**config.mk**
```make
export PLATFORM = sky130hd
export DESIGN_NAME = mips_multicycle_control_flat
export DESIGN_NICKNAME = d
export VERILOG_FILES = /design/src/rtl/mips_multicycle_control_if.sv /design/src/rtl/mips_multicycle_control.sv /design/src/flat_wrapper.sv
export SDC_FILE = /design/constraint.sdc
export NUM_CORES = 1
export LEC_CHECK = 0
export BUFFER_PORTS_ARGS = -buffer_cell sky130_fd_sc_hd__buf_2
export CAP_MARGIN = 5
export CORE_MARGIN = 2
export CORE_UTILIZATION = 35
export CTS_CLUSTER_DIAMETER = 100
export DETAILED_ROUTE_END_ITERATION = 8
export PLACE_DENSITY_LB_ADDON = 0.08
export SETUP_SLACK_MARGIN = 0.05
export SYNTH_ARGS = -nofsm -noshare
export SYNTH_HDL_FRONTEND = slang
export SYNTH_SLANG_ARGS = --single-unit
export TNS_END_PERCENT = 5
```
**constraint.sdc**
```tcl
create_clock -name clk -period 1.52 [get_ports clk]
set_input_delay 0.076 -clock clk [delete_from_list [all_inputs] [get_ports clk]]
set_output_delay 0.076 -clock clk [all_outputs]
set_load 0.02 [all_outputs]
```
**src/rtl/mips_multicycle_control_if.sv**
```systemverilog
// Control/status bundle between the multicycle control FSM and the MIPS datapath.
// The controller is the master: it consumes IR fields and the zero flag, drives strobes/selects.
interface mips_multicycle_control_if #(
  parameter int unsigned STATE_W = 4
);
  logic [5:0]         op;
  logic [5:0]         funct;
  logic               zero;
  logic               pc_en;
  logic               ir_en;
  logic               mem_write;
  logic               reg_write;
  logic               iord;
  logic               mem_to_reg;
  logic               reg_dst;
  logic               alu_src_a;
  logic [1:0]         alu_src_b;
  logic [1:0]         pc_src;
  logic [2:0]         alu_control;
  logic [STATE_W-1:0] state;

  modport master (
    input  op, funct, zero,
    output pc_en, ir_en, mem_write, reg_write, iord, mem_to_reg, reg_dst,
           alu_src_a, alu_src_b, pc_src, alu_control, state
  );

  modport slave (
    output op, funct, zero,
    input  pc_en, ir_en, mem_write, reg_write, iord, mem_to_reg, reg_dst,
           alu_src_a, alu_src_b, pc_src, alu_control, state
  );
endinterface

```
**src/rtl/mips_multicycle_control.sv**
```systemverilog
// Moore control FSM for the multicycle MIPS datapath; pc_en additionally follows zero in BRANCH.
// Write strobes are masked combinationally while reset is low so no write slips through.
module mips_multicycle_control #(
  parameter int unsigned STATE_W = 4
) (
  input  logic                      clk,
  input  logic                      reset,
  mips_multicycle_control_if.master bus
);

  typedef enum logic [STATE_W-1:0] {
    FETCH  = STATE_W'(0),
    DECODE = STATE_W'(1),
    MEMADR = STATE_W'(2),
    MEMRD  = STATE_W'(3),
    MEMWB  = STATE_W'(4),
    MEMWR  = STATE_W'(5),
    EXEC   = STATE_W'(6),
    ALUWB  = STATE_W'(7),
    BRANCH = STATE_W'(8),
    ADDIEX = STATE_W'(9),
    ADDIWB = STATE_W'(10),
    JUMP   = STATE_W'(11)
  } state_t;

  localparam logic [5:0] OP_LW    = 6'b100011;
  localparam logic [5:0] OP_SW    = 6'b101011;
  localparam logic [5:0] OP_RTYPE = 6'b000000;
  localparam logic [5:0] OP_BEQ   = 6'b000100;
  localparam logic [5:0] OP_ADDI  = 6'b001000;
  localparam logic [5:0] OP_J     = 6'b000010;

  localparam logic [2:0] ALU_ADD = 3'b010;
  localparam logic [2:0] ALU_SUB = 3'b110;
  localparam logic [2:0] ALU_AND = 3'b000;
  localparam logic [2:0] ALU_OR  = 3'b001;
  localparam logic [2:0] ALU_SLT = 3'b111;

  state_t state_q, state_d;

  always_comb begin
    state_d = FETCH;
    case (state_q)
      FETCH:  state_d = DECODE;
      DECODE: begin
        case (bus.op)
          OP_LW, OP_SW: state_d = MEMADR;
          OP_RTYPE:     state_d = EXEC;
          OP_BEQ:       state_d = BRANCH;
          OP_ADDI:      state_d = ADDIEX;
          OP_J:         state_d = JUMP;
          default:      state_d = FETCH;
        endcase
      end
      MEMADR: state_d = (bus.op == OP_SW) ? MEMWR : MEMRD;
      MEMRD:  state_d = MEMWB;
      EXEC:   state_d = ALUWB;
      ADDIEX: state_d = ADDIWB;
      default: state_d = FETCH;
    endcase
  end

  always_ff @(posedge clk) begin
    if (!reset) state_q <= FETCH;
    else        state_q <= state_d;
  end

  always_comb begin
    bus.pc_en       = 1'b0;
    bus.ir_en       = 1'b0;
    bus.mem_write   = 1'b0;
    bus.reg_write   = 1'b0;
    bus.iord        = 1'b0;
    bus.mem_to_reg  = 1'b0;
    bus.reg_dst     = 1'b0;
    bus.alu_src_a   = 1'b0;
    bus.alu_src_b   = 2'b00;
    bus.pc_src      = 2'b00;
    bus.alu_control = ALU_ADD;
    if (!reset) begin
      // Present FETCH selects with all strobes held off.
      bus.alu_src_b = 2'b01;
    end else begin
      case (state_q)
        FETCH: begin
          bus.ir_en     = 1'b1;
          bus.pc_en     = 1'b1;
          bus.alu_src_b = 2'b01;
        end
        DECODE: bus.alu_src_b = 2'b11;
        MEMADR, ADDIEX: begin
          bus.alu_src_a = 1'b1;
          bus.alu_src_b = 2'b10;
        end
        MEMRD: bus.iord = 1'b1;
        MEMWR: begin
          bus.iord      = 1'b1;
          bus.mem_write = 1'b1;
        end
        MEMWB: begin
          bus.mem_to_reg = 1'b1;
          bus.reg_write  = 1'b1;
        end
        EXEC: begin
          bus.alu_src_a = 1'b1;
          case (bus.funct)
            6'b100010: bus.alu_control = ALU_SUB;
            6'b100100: bus.alu_control = ALU_AND;
            6'b100101: bus.alu_control = ALU_OR;
            6'b101010: bus.alu_control = ALU_SLT;
            default:   bus.alu_control = ALU_ADD;
          endcase
        end
        ALUWB: begin
          bus.reg_dst   = 1'b1;
          bus.reg_write = 1'b1;
        end
        ADDIWB: bus.reg_write = 1'b1;
        BRANCH: begin
          bus.alu_src_a   = 1'b1;
          bus.alu_control = ALU_SUB;
          bus.pc_src      = 2'b01;
          bus.pc_en       = bus.zero;
        end
        JUMP: begin
          bus.pc_src = 2'b10;
          bus.pc_en  = 1'b1;
        end
        default: ;
      endcase
    end
  end

  assign bus.state = state_q;

endmodule

```
**src/flat_wrapper.sv**
```systemverilog
// flat-port wrapper written by rule: the top's interface ports become plain ports
module mips_multicycle_control_flat 
#(
  parameter int unsigned STATE_W = 4
)
  (clk, reset, bus_op, bus_funct, bus_zero, bus_pc_en, bus_ir_en, bus_mem_write, bus_reg_write, bus_iord, bus_mem_to_reg, bus_reg_dst, bus_alu_src_a, bus_alu_src_b, bus_pc_src, bus_alu_control, bus_state);
  mips_multicycle_control_if #(.STATE_W(STATE_W)) bus_i ();
  input  logic clk;
  input  logic reset;
  input wire logic [$bits(bus_i.op)-1:0] bus_op;
  input wire logic [$bits(bus_i.funct)-1:0] bus_funct;
  input wire logic [$bits(bus_i.zero)-1:0] bus_zero;
  output wire logic [$bits(bus_i.pc_en)-1:0] bus_pc_en;
  output wire logic [$bits(bus_i.ir_en)-1:0] bus_ir_en;
  output wire logic [$bits(bus_i.mem_write)-1:0] bus_mem_write;
  output wire logic [$bits(bus_i.reg_write)-1:0] bus_reg_write;
  output wire logic [$bits(bus_i.iord)-1:0] bus_iord;
  output wire logic [$bits(bus_i.mem_to_reg)-1:0] bus_mem_to_reg;
  output wire logic [$bits(bus_i.reg_dst)-1:0] bus_reg_dst;
  output wire logic [$bits(bus_i.alu_src_a)-1:0] bus_alu_src_a;
  output wire logic [$bits(bus_i.alu_src_b)-1:0] bus_alu_src_b;
  output wire logic [$bits(bus_i.pc_src)-1:0] bus_pc_src;
  output wire logic [$bits(bus_i.alu_control)-1:0] bus_alu_control;
  output wire logic [$bits(bus_i.state)-1:0] bus_state;
  assign bus_i.op = bus_op;
  assign bus_i.funct = bus_funct;
  assign bus_i.zero = bus_zero;
  assign bus_pc_en = bus_i.pc_en;
  assign bus_ir_en = bus_i.ir_en;
  assign bus_mem_write = bus_i.mem_write;
  assign bus_reg_write = bus_i.reg_write;
  assign bus_iord = bus_i.iord;
  assign bus_mem_to_reg = bus_i.mem_to_reg;
  assign bus_reg_dst = bus_i.reg_dst;
  assign bus_alu_src_a = bus_i.alu_src_a;
  assign bus_alu_src_b = bus_i.alu_src_b;
  assign bus_pc_src = bus_i.pc_src;
  assign bus_alu_control = bus_i.alu_control;
  assign bus_state = bus_i.state;
  mips_multicycle_control #(.STATE_W(STATE_W)) u_core (.clk(clk), .reset(reset), .bus(bus_i));
endmodule
```
==> impl_metrics.json, run 1 <==
{
  "status": "complete, but fails checks",
  "violations": "setup timing",
  "synth_top_area_share": 0.165,
  "crit_chain": "and2b_4, nand2_2, or4b_4, or2_4, buf_6",
  "drive_gt1_frac": 0.470,
  "grt_pass1_vias": 512,
  "synth_warnings": 0,
  "max_stage_delay_ps": 560,
  "io_buffer_count": 33,
  "fp-row-count": 13,
  "worst_pin_slew_ps": 348,
  "cts_root_buf": "clkbuf_4",
  "worst_path_max_delay_cell": "or4b_4",
  "postSynthCellCount": 76,
  "multi_input_area_um2": 390,
  "die_y_um": 41.3,
  "fmax_mhz": 538,
  "antenna_left": 0,
  "routed_wl_um": 1560,
  "ioPinCount": 34,
  "place_ws_ps": -70.8,
  "cts_buffer_depth": 2,
  "core_area_um2": 1300,
  "drtPass1Iterations": 4,
  "worstPathMaxFanout": 3,
  "drt-vias-per-instance": 5.31,
  "antenna_found_initial": 0,
  "areaGrowthSynthToFinish_pct": 58.1,
  "path_buf_inv": 1,
  "die_width_um": 41.3,
  "finalSetupViolCount": 3,
  "clkSinkCount": 4,
  "synthArstFlopShare": 0,
  "synth.most_common_cell": "nor2_1",
  "ys_top_cells_by_count": "nor2_1 (10), a21oi_1 (7), nand3_1 (7)",
  "p_leak_nw": 0.363,
  "cts_tree": "done",
  "dp_hpwl_um": 1170,
  "yosys.cell_types.count": 29,
  "hold_viol": 0,
  "wl_per_cell_um": 12.0,
  "largest_reg_flops": 4,
  "cp-start-kind": "flop",
  "irDropWorstVdd_v": 0.000331,
  "grt_pass1_wl_um": 2140,
  "finClkSkew_ps": 6.88,
  "slew_violations": 0,
  "drt-initial-drc-count": 11,
  "gr-usage-all-layers": 0.193,
  "numCtsBuffers": 3,
  "initial_core_util": 0.374,
  "path_class": "reg -> out",
  "synth_edf_count": 0,
  "htree_levels": 1,
  "crit_family": "simple AND/OR/NAND/NOR gates",
  "vias": 690,
  "synth_area_leaders": "dfxtp_1 (16%), nor2_1 (7.7%), a21oi_1 (7.2%)",
  "cap_violations": 0,
  "synth_area_um2": 487,
  "p_per_area_nw_per_um2": 485,
  "synth_ff_type": "dfxtp_1",
  "yosysTopAreaCell": "dfxtp_1",
  "hold_path.class": "in -> reg",
  "nFillCells": 130,
  "critPathArrivalTime_ps": 1780,
  "final.min_clock_period_ps": 1860,
  "dieArea_um2": 1700,
  "cts_setup_buffers": 0,
  "hold_end": "u_core.bus.state[2]",
  "grt_max_degree": 16,
  "insertedDiodeCount": 0,
  "clkTransAtPathRegs_ps": 40,
  "rsz0062_at_grt": "true",
  "setup_ws_ps": -338,
  "whs_path_depth": 4,
  "nNetsFinal": 131,
  "insertion_delay_ps": 250,
  "period_share": 1.22,
  "rr_worst_depth": 4,
  "gr-total-overflow": 0,
  "fin_util": 0.591,
  "drcViolationCount": 0,
  "reg2reg_setup_slack_ps": 220,
  "ff_latch_area_um2": 85.1,
  "ys_seq_area_frac": 0.165,
  "avgSynthCellArea_um2": 6.40,
  "synth-seq-cells": 4,
  "end_kind": "output pin",
  "slew_headroom": 0.766,
  "hp-start": "bus_op[2]",
  "synthesis.nets": 91,
  "gp_congestion": 0.819,
  "r2r_end": "u_core.bus.state[3]",
  "worstPathRequired_ps": 1440,
  "holdBufCountCts": 0,
  "r2r-start": "u_core.bus.state[3]"
}
[per-layer routing]
layer,share of wire,track usage,vias up
li1,-,-,356
met1,0.43,0.240,305
met2,0.50,0.332,27
met3,0.065,0.0479,2
met4,0.0071,0.0484,0
met5,0,0,-
[worst register-to-register path, stage by stage, from the launching register on]
cell and delay (ps):
dfxtp_2 310, buf_4 180, nor2_1 250, o21ai_0 190
nor4_1 270
[metrics by stage]
| stage | cell area [µm²] | hold WS, ps | total power, mW | TNS [ps] | instances |
|---|---|---|---|---|---|
| floorplan | 510 | 266 | 0.167 | -143 | 76 |
| global placement | 717 | 412 | 0.217 | -62.0 | 126 |
| detailed placement | 717 | 411 | 0.219 | -70.8 | 126 |
| CTS | 754 | 151 | 0.376 | -771 | 130 |
| global route | 769 | 174 | 0.402 | -1020 | 130 |
| finish | 769 | 158 | 0.373 | -838 | 130 |
[cell families (layout without fill, tap and decap cells)]
family                    Yosys count  after routing  share of synthesized area
AOI/OAI and AO/OA                  20             20                      0.252
buffers and inverters               8             47                     0.0694
xor gates and xnor gates            2              2                     0.0360
and+or+nand+nor                    42             42                      0.478
DFF                                 4              4                      0.165
[cells in the final DEF (no fill, tap or decap), types with 4 or more instances in the layout]
cell,synthesis,final
buf_2,0,28
nor2_1,10,9
buf_4,1,8
nand3_1,7,7
a21oi_1,7,6
nand2_1,4,4
o21ai_0,5,4
[area by class of cell]
cell class | count | area share
Tap cell | 15 | 0.0244
Clock buffer | 4 | 0.0341
Sequential cell | 4 | 0.111
Timing Repair Buffer | 39 | 0.304
Inverter | 4 | 0.0195
Multi-Input combinational cell | 64 | 0.507
[worst max-delay path by stage]
stage / start / end / slack (ps) / cells past startpoint
finish: u_core.bus.state[3] / bus_alu_control[1] / -340 / 5
detailed placement: u_core.bus.state[3] / bus_alu_control[1] / -70 / 5
CTS: u_core.bus.state[3] / bus_alu_control[1] / -330 / 5
global placement: u_core.bus.state[3] / bus_alu_control[1] / -60 / 5
floorplan: u_core.bus.state[2] / bus_alu_control[1] / -60 / 5
global route: u_core.bus.state[3] / bus_alu_control[1] / -380 / 5
[repair_timing]
item                                    in CTS  in global routing
pin swaps                                    0                  1
endpoints found under the setup margin       4                  7
cloned                                       0                  0
hold endpoints to repair                     0                  0
resized for setup                            5                  6
[report_power, final]
part           switching [mW]  internal, mW
registers             0.00145         0.107
logic                  0.0665        0.0450
clock network          0.0541        0.0992
total                   0.122         0.251
Power figures use the tool's default switching activity.
==> run 2: changes to the inputs <==
--- a/config.mk
+++ b/config.mk
@@ -13,4 +13,5 @@
 export DETAILED_ROUTE_END_ITERATION = 8
-export PLACE_DENSITY_LB_ADDON = 0.08
+export PLACE_DENSITY = 0.82
 export SETUP_SLACK_MARGIN = 0.05
+export SLEW_MARGIN = 25
 export SYNTH_ARGS = -nofsm -noshare
==> constraint.sdc (replaced) <==
create_clock -name clk -period 1.52 [get_ports clk]
set_input_delay 0.152 -clock clk [delete_from_list [all_inputs] [get_ports clk]]
set_output_delay 0.152 -clock clk [all_outputs]
set_load 0.02 [all_outputs]
==> run 2 against run 1 <==
The run still ends with setup timing left. Count of clock-buffer cells in the layout is the same. Hold slack gained 82 ps. Sequential power is essentially flat. First-iteration DRC count shrank 9.1%. Clock skew grew 1.7 ps. Global-route usage shrank 0.42 points. Critical path type unchanged. Highest routed layer unchanged.
==> impl_metrics.json, run 2 (synthesized netlist as in run 1, its figures left out) <==
{
  "status": "complete, but fails checks",
  "violations": "setup timing",
  "p_per_area_nw_per_um2": 474,
  "htree_levels": 1,
  "die_width_um": 41.3,
  "cts_tree": "done",
  "cap_violations": 0,
  "io_buffer_count": 33,
  "setup_ws_ps": -398,
  "power_frac_seq": 0.291,
  "cp-start-kind": "flop",
  "irDropWorstVdd_v": 0.000214,
  "final_cell_mix": "buf_2 (27), nor2_1 (8), buf_4 (8)",
  "finalSetupViolCount": 3,
  "rr_worst_depth": 5,
  "critPathArrivalTime_ps": 1770,
  "fmax_mhz": 521,
  "cts_root_buf": "clkbuf_4",
  "path_class": "reg -> out",
  "crit_chain": "and2b_4, nand2_2, or4b_4, or2_4, buf_6",
  "drcViolationCount": 0,
  "hp-start": "bus_op[4]",
  "drive_gt1_frac": 0.487,
  "layout_commonest_cell": "buf_2",
  "p_switching_uw": 121,
  "gr-total-overflow": 0,
  "worst_pin_slew_ps": 335,
  "drt-vias-per-instance": 5.40,
  "p_clk_frac": 0.411,
  "r2r_end": "u_core.bus.state[1]",
  "drt-initial-drc-count": 10,
  "p_leak_nw": 0.365,
  "r2r-start": "u_core.bus.state[1]",
  "vias": 702,
  "areaGrowthSynthToFinish_pct": 61.4,
  "nNetsFinal": 131,
  "gr-usage-all-layers": 0.189,
  "grt_pass1_wl_um": 2200,
  "dieArea_um2": 1700,
  "insertedDiodeCount": 0,
  "place_ws_ps": -147,
  "worstPathMaxFanout": 3,
  "whs_path_depth": 4,
  "worst_path_max_delay_cell": "or4b_4",
  "slew_violations": 0,
  "cts_setup_buffers": 0,
  "path_buf_inv": 1,
  "reg2reg_setup_slack_ps": 160,
  "clkTransAtPathRegs_ps": 40,
  "insertion_delay_ps": 250,
  "initial_core_util": 0.374,
  "grt_max_degree": 16,
  "numCtsBuffers": 3,
  "clkSinkCount": 4,
  "ioPinCount": 34,
  "period_share": 1.26,
  "antenna_found_initial": 0,
  "dp_hpwl_um": 1180,
  "internal-power_uw": 251,
  "p_sw_frac": 0.326,
  "rsz0062_at_grt": "true",
  "combPwrFrac": 0.298,
  "worstPathRequired_ps": 1370,
  "hold_viol": 0,
  "gp_congestion": 0.877,
  "routed_wl_um": 1520,
  "slew_headroom": 0.774,
  "finClkSkew_ps": 8.57,
  "antenna_left": 0,
  "grt_pass1_vias": 580,
  "hold_path.class": "in -> reg",
  "max_stage_delay_ps": 540,
  "drtPass1Iterations": 4,
  "end_kind": "output pin",
  "final.min_clock_period_ps": 1920,
  "wl_per_cell_um": 11.7,
  "core_area_um2": 1300,
  "cts_buffer_depth": 2,
  "hold_end": "u_core.bus.state[2]",
  "die_y_um": 41.3,
  "finalPower_uw": 372,
  "crit_family": "simple AND/OR/NAND/NOR gates",
  "fp-row-count": 13,
  "largest_reg_flops": 4
}
## run 2: changes by cell type in the layout (fill, tap and decap cells not counted)
cell / before / now
buf_2: 28 / 27
buf_6: 3 / 4
nand2b_1: 3 / 2
nand2b_4: 0 / 1
nor2_1: 9 / 8
nor2_2: 1 / 2
## run 2: worst register-to-register path, cell delays in order, from the launching register on
cell      delay, ps
dfxtp_1         320
buf_4           200
nand2b_1        240
a21oi_1          90
o21ai_0         300
a21oi_1          80
## run 2: routing by layer
metal  track usage  up-vias  part of all wire
li1              -      355                 -
met1         0.205      314              0.39
met2         0.383       31              0.54
met3             0        2             0.053
met4        0.0726        0             0.013
met5             0        -                 0
## run 2: final cells by class
cell class	instances	area (µm²)
Fill cell	127	515
Multi-Input combinational cell	64	400
Timing Repair Buffer	39	240
Sequential cell	4	85.1
Clock buffer	4	26.3
Tap cell	15	18.8
Inverter	4	15.0
## run 2: worst max-delay path by stage
stage | from | slack [ps] | cells past startpoint | to
final | u_core.bus.state[3] | -400 | 5 | bus_alu_control[1]
after global routing | u_core.bus.state[3] | -450 | 5 | bus_alu_control[1]
after detailed placement | u_core.bus.state[3] | -150 | 5 | bus_alu_control[1]
after floorplan | u_core.bus.state[2] | -140 | 5 | bus_alu_control[1]
after CTS | u_core.bus.state[3] | -400 | 5 | bus_alu_control[1]
after global placement | u_core.bus.state[3] | -130 | 5 | bus_alu_control[1]
## run 2: repair_timing
action,4_1_cts,5_1_grt
hold buffers,0,0
gates cloned,0,0
endpoints found under the setup margin,7,10
gates resized for setup,9,6
## run 2: through the flow
stage	instance area, µm²	setup TNS (ps)	hold WS (ps)	instances	utilization
2_1_floorplan	510	-379	342	76	-
3_3_place_gp	717	-182	489	126	0.551
3_5_place_dp	717	-240	492	126	0.551
4_1_cts	771	-992	234	130	0.592
5_1_grt	786	-1200	289	130	0.604
6_report	786	-1000	240	130	0.604
## run 2: power groups by stage
stage / combinational, mW / clock, mW / sequential, mW
2_1_floorplan: 0.0517 / 0 / 0.115
3_3_place_gp: 0.104 / 0 / 0.110
3_5_place_dp: 0.107 / 0 / 0.110
4_1_cts: 0.108 / 0.155 / 0.108
5_1_grt: 0.121 / 0.157 / 0.108
6_report: 0.111 / 0.153 / 0.108
